**src/rtl/store_write_buffer.sv**
```systemverilog
// Store write buffer between the CPU store path and data memory.
// Stores are queued in a small FIFO of {word address, data} entries and
// drained to memory one per cycle while drain_en is high. Loads probe every
// occupied entry combinationally; the youngest matching entry decides.
//
// Build option: STORE_FWD_EN
//   defined   -> a matching load is served from the buffer (ld_hit/ld_data)
//   undefined -> a matching load raises ld_conflict and the CPU must stall
//                until the matching store has drained

module store_write_buffer #(
    parameter int DEPTH = 4
) (
    input  logic                       clk,
    input  logic                       reset,
    input  logic                       st_valid,
    input  logic [31:0]                st_addr,
    input  logic [31:0]                st_data,
    output logic                       st_ready,
    input  logic                       ld_valid,
    input  logic [31:0]                ld_addr,
    output logic                       ld_hit,
    output logic [31:0]                ld_data,
    output logic                       ld_conflict,
    input  logic                       drain_en,
    output logic                       mem_write,
    output logic [31:0]                mem_addr,
    output logic [31:0]                mem_wdata,
    output logic [$clog2(DEPTH):0]     count,
    output logic                       empty
);

    localparam int PTR_W = $clog2(DEPTH);
    localparam int CNT_W = PTR_W + 1;

    // Entry storage; contents are only meaningful for occupied slots, so it
    // carries no reset.
    logic [29:0] entryAddr [DEPTH];
    logic [31:0] entryData [DEPTH];

    logic [PTR_W-1:0] headPtr;
    logic [PTR_W-1:0] tailPtr;
    logic [CNT_W-1:0] occupancy;

    logic doPush;
    logic doPop;
    logic matchFound;
    logic [31:0] matchData;

    // Byte-offset bits of both addresses are deliberately ignored.
    logic unusedAddrBits;
    assign unusedAddrBits = &{1'b0, st_addr[1:0], ld_addr[1:0]};

    assign count     = occupancy;
    assign empty     = (occupancy == '0);
    assign st_ready  = (occupancy != CNT_W'(DEPTH));
    assign doPush    = st_valid && st_ready;
    assign mem_write = drain_en && !empty;
    assign doPop     = mem_write;

    // The head entry drives memory directly; outputs are zeroed when empty.
    assign mem_addr  = empty ? 32'h0 : {entryAddr[headPtr], 2'b00};
    assign mem_wdata = empty ? 32'h0 : entryData[headPtr];

    // Pointer and occupancy update; reset discards any pending stores.
    always_ff @(posedge clk or posedge reset) begin
        if (reset) begin
            headPtr   <= '0;
            tailPtr   <= '0;
            occupancy <= '0;
        end else begin
            if (doPush) begin
                tailPtr <= tailPtr + 1'b1;
            end
            if (doPop) begin
                headPtr <= headPtr + 1'b1;
            end
            case ({doPush, doPop})
                2'b10:   occupancy <= occupancy + 1'b1;
                2'b01:   occupancy <= occupancy - 1'b1;
                default: occupancy <= occupancy;
            endcase
        end
    end

    // Write the accepted store into the tail slot.
    always_ff @(posedge clk) begin
        if (doPush) begin
            entryAddr[tailPtr] <= st_addr[31:2];
            entryData[tailPtr] <= st_data;
        end
    end

    // Load probe: walk occupied slots oldest to youngest so the last match
    // (youngest) wins. A store being pushed this cycle is not yet occupied,
    // and the draining head still counts as occupied.
    always_comb begin
        logic [PTR_W-1:0] idx;
        idx        = '0;
        matchFound = 1'b0;
        matchData  = 32'h0;
        for (int i = 0; i < DEPTH; i++) begin
            idx = headPtr + PTR_W'(i);
            if (ld_valid && (CNT_W'(i) < occupancy) &&
                (entryAddr[idx] == ld_addr[31:2])) begin
                matchFound = 1'b1;
                matchData  = entryData[idx];
            end
        end
    end

`ifdef STORE_FWD_EN
    assign ld_hit      = matchFound;
    assign ld_data     = matchFound ? matchData : 32'h0;
    assign ld_conflict = 1'b0;
`else
    logic unusedMatchData;
    assign unusedMatchData = &{1'b0, matchData};
    assign ld_hit      = 1'b0;
    assign ld_data     = 32'h0;
    assign ld_conflict = matchFound;
`endif

endmodule
```
**config.mk**
```make
export PLATFORM = sky130hd
export DESIGN_NAME = store_write_buffer
export DESIGN_NICKNAME = d
export VERILOG_FILES = /design/src/rtl/store_write_buffer.sv
export SDC_FILE = /design/constraint.sdc
export NUM_CORES = 1
export LEC_CHECK = 0
export BUFFER_PORTS_ARGS = -buffer_cell sky130_fd_sc_hd__buf_2
export CAP_MARGIN = 20
export CORE_ASPECT_RATIO = 1.2
export CORE_MARGIN = 2
export CORE_UTILIZATION = 45
export CTS_BUF_LIST = sky130_fd_sc_hd__clkbuf_16
export CTS_CLUSTER_SIZE = 30
export DETAILED_ROUTE_END_ITERATION = 10
export PLACE_DENSITY = 0.63
export SLEW_MARGIN = 20
export SYNTH_ARGS = -nofsm -noshare
export SYNTH_HDL_FRONTEND = slang
export SYNTH_SLANG_ARGS = --single-unit
```
**constraint.sdc**
```tcl
create_clock -name clk -period 3.7 [get_ports clk]
set_clock_uncertainty 0.15 [all_clocks]
set_input_delay 0.74 -clock clk [delete_from_list [all_inputs] [get_ports clk]]
set_output_delay 0.74 -clock clk [all_outputs]
set_load 0.005 [all_outputs]
```
==> out/results.md <==
Synthesis
- mux cell area share after synthesis: 25.2%
- post-synth cell types: 39
- dominant combinational cell family by area after synthesis: multiplexers
- library cell occupying the most area in the post-synthesis netlist: sky130_fd_sc_hd__edfxtp_1
- Synth Area in Compound Gates: 1.46%
- simple-gate area share of the yosys netlist: 5.32%
- proportion of netlist area held by the largest area contributor: 54.1%
- Post-synth ARST share: 2.75%
- leading cell types by total area after synthesis: sky130_fd_sc_hd__edfxtp_1 54%, sky130_fd_sc_hd__mux4_2 23%, sky130_fd_sc_hd__xnor2_1 6.3%, sky130_fd_sc_hd__and2_1 2.9%, sky130_fd_sc_hd__buf_4 2.4%
- cell count after synthesis: 807
- number of flops mapped to enable cells by yosys: 248
- post-synthesis area per instance: 17.0 sq um
- Seq/Total Area, Yosys: 55.4%
- summed instance area of the synthesized netlist: 0.0138 sq mm
- most instantiated cells after synthesis: 248 x sky130_fd_sc_hd__edfxtp_1, 141 x sky130_fd_sc_hd__mux4_2, 99 x sky130_fd_sc_hd__xnor2_1
- post-synthesis xor/xnor area fraction: 7.45%
- most common cell in the synthesized netlist: sky130_fd_sc_hd__edfxtp_1
- post-synthesis register bit count: 255
- primary flip-flop cell chosen by synthesis mapping: sky130_fd_sc_hd__edfxtp_1
- number of warning messages in the yosys log: 0
- Adder-Cell Fraction of Synth Area: 0.819%

Status
- violated checks: negative setup slack
- result of the run: finished, violations left

Route
- drt via density: 5.62
- drt first-iter violations: 530
- Routed wire per std cell: 22.2 microns
- vias post-DR: 8151
- DRC errors left: 0
- post-detailed-routing wire length: 32200 microns
- count of antenna-violating nets left after detailed routing: 0
- drt first pass iters: 5

Hold path
- Worst Hold Launch: st_data[20]
- worst min-delay path class: input pin to flip-flop

Timing
- Period minus WS final: 3990 ps
- final hold violation count: 0
- share of the clock period used by the worst path: 108%
- number of endpoints failing setup at the final stage: 1
- RSZ-0062 raised after global routing: true
- actual slew at the worst max-slew pin: 730 ps
- Sum Neg Setup Slack: -285 ps
- fin. max-slew vios: 0
- setup ws final: -285 ps
- maximum clock rate: 0.251 GHz
- Slew headroom: 51.3%

Place
- Port Buf Inserts: 165
- gp weighted congestion: 0.828
- placed cell count: 1395
- hpwl dp: 23500 microns

Setup path
- arrival time at the worst endpoint: 3100 ps
- launch instance of the worst register-to-register path: count[0]$_DFFE_PP0P_
- launching element type of the critical path: flip-flop
- required time of the worst setup path: 2810 ps
- Max Fanout on Critical Path: 14
- Worst setup startpoint: headPtr[0]$_DFFE_PP0P_
- endpoint type of the worst setup path: output port
- path type of the worst setup path: flip-flop to output port

Floorplan
- Top Ports: 205
- starting density of the core: 45.4%
- width of the die: 164 microns
- vertical extent of the die: 196 microns
- Placement Rows: 70
- full die area: 0.0320 sq mm
- Core Box Area: 0.0303 sq mm

Clock tree
- Worst-Skew Late Latency: 530 ps
- CTS H-Tree Depth: 1
- maximum clock insertion buffer count: 3
- clock buffers created by TritonCTS: 26
- Root Buffer: sky130_fd_sc_hd__clkbuf_16
- Clock Sinks: 255
- clock tree from TritonCTS: yes
- Worst-path clk slew: 60 ps

GRT
- initial antenna violation count: 6
- global router's overall resource usage: 20.5%
- number of global-route vias before repair: 8353
- final global-route overflow total: 0
- largest net degree at the start of global routing: 41
- global-route wire length before repair: 49100 microns

Final layout
- post-layout instance count excluding filler cells: 1451
- fin nets: 1146
- Area Growth Syn to Fin: 20.9%
- layout cells sized above 1: 46.1%

Power
- P_leak: 0.00591 uW
- overall power of the completed layout: 14000 uW
- power per cell area: 842 mW/mm^2
- peak supply drop: 0.000507 V

Run
- number of violations of the max-capacitance limit: 0

## layer usage
metal / vias up / GRT usage (%) / share of wire, %
met5: - / 0 / 0.043
met4: 4 / 8.06 / 3.7
met3: 72 / 3.63 / 6.3
met2: 286 / 34.8 / 51
met1: 4173 / 26.0 / 38
li1: 3616 / - / -
## final timing paths
path	to	slack [ps]	depth (start not counted)
max	ld_conflict	-290	9
min	entryData[0][20]$_DFFE_PP_	270	1
max reg2reg	entryAddr[2][21]$_DFFE_PP_	1170	5
min reg2reg	count[0]$_DFFE_PP0P_	460	1
max in group asynchronous	headPtr[0]$_DFFE_PP0P_	2600	3
min in group asynchronous	tailPtr[0]$_DFFE_PP0P_	540	3
## where the power goes
group / total [uW] / leakage (uW) / internal, uW / switching [uW]
Combinational: 7300 / 0.00314 / 3970 / 3330
Sequential: 4140 / 0.00235 / 3830 / 309
Clock: 2560 / 0.000417 / 1510 / 1050
## flip-flops by register name, indices dropped and copies added, names as in the netlist
| name | cells |
|---|---|
| entryData | 128 |
| entryAddr | 120 |
| count | 3 |
| headPtr | 2 |
| tailPtr | 2 |
## worst max-delay path: stages, from the launching register on
cell                       delay (ps)
sky130_fd_sc_hd__dfrtp_4          520
sky130_fd_sc_hd__buf_6            220
sky130_fd_sc_hd__mux4_2           530
sky130_fd_sc_hd__xnor2_1          220
sky130_fd_sc_hd__nand4_1          230
sky130_fd_sc_hd__nor4_2           350
sky130_fd_sc_hd__a22oi_1          150
sky130_fd_sc_hd__o311ai_2          80
sky130_fd_sc_hd__buf_4            150
sky130_fd_sc_hd__buf_2            110
## metrics by stage
stage                     hold WS (ps)  instance area, sq um  util [%]  setup WS [ps]
after floorplan                    393                 13900         -            666
after global placement             433                 15400      51.0            131
after detailed placement           447                 15400      51.0            103
after CTS                          246                 16500      54.5           -295
after global routing               251                 16600      54.9           -442
final                              271                 16600      54.9           -285
## final cells by class
class | instances | area (sq um)
multi-input cells | 481 | 5900
well taps | 396 | 495
clock buffers | 27 | 676
clock inverters | 16 | 151
inverters | 8 | 30.0
flip-flops and latches | 255 | 7630
fillers | 2477 | 13700
diodes | 4 | 10.0
repair buffers | 264 | 1740
## kinds of logic (layout without fill, tap and decap cells)
group                    after synthesis  after routing
AO/OA/AOI/OAI                         28             28
XOR/XNOR                             117            117
adder cells (fa/ha/maj)                9              9
buffers and inverters                105            315
flip-flops                           255            255
multiplexers                         169            169
other                                  1             39
AND/OR/NAND/NOR                      123            123
## layout by cell type, fill, tap and decap left out, drive strengths merged, types with 5 or more instances in the layout
master / n
xor2: 18
mux4: 141
mux2: 5
edfxtp: 248
nand4: 22
nor4: 9
ha: 9
nand2: 8
clkinv: 7
inv: 12
dfrtp: 7
clkbuf: 27
and2: 64
conb: 35
buf: 263
mux2i: 23
xnor2: 99
## repair_timing
action,CTS,global route
hold endpoints to repair,7,0
pin swaps,8,5
setup endpoints to repair,1,1
gates resized for setup,34,12
setup buffers,5,3
hold buffers,1,0
(Power assumes the default switching activity.)
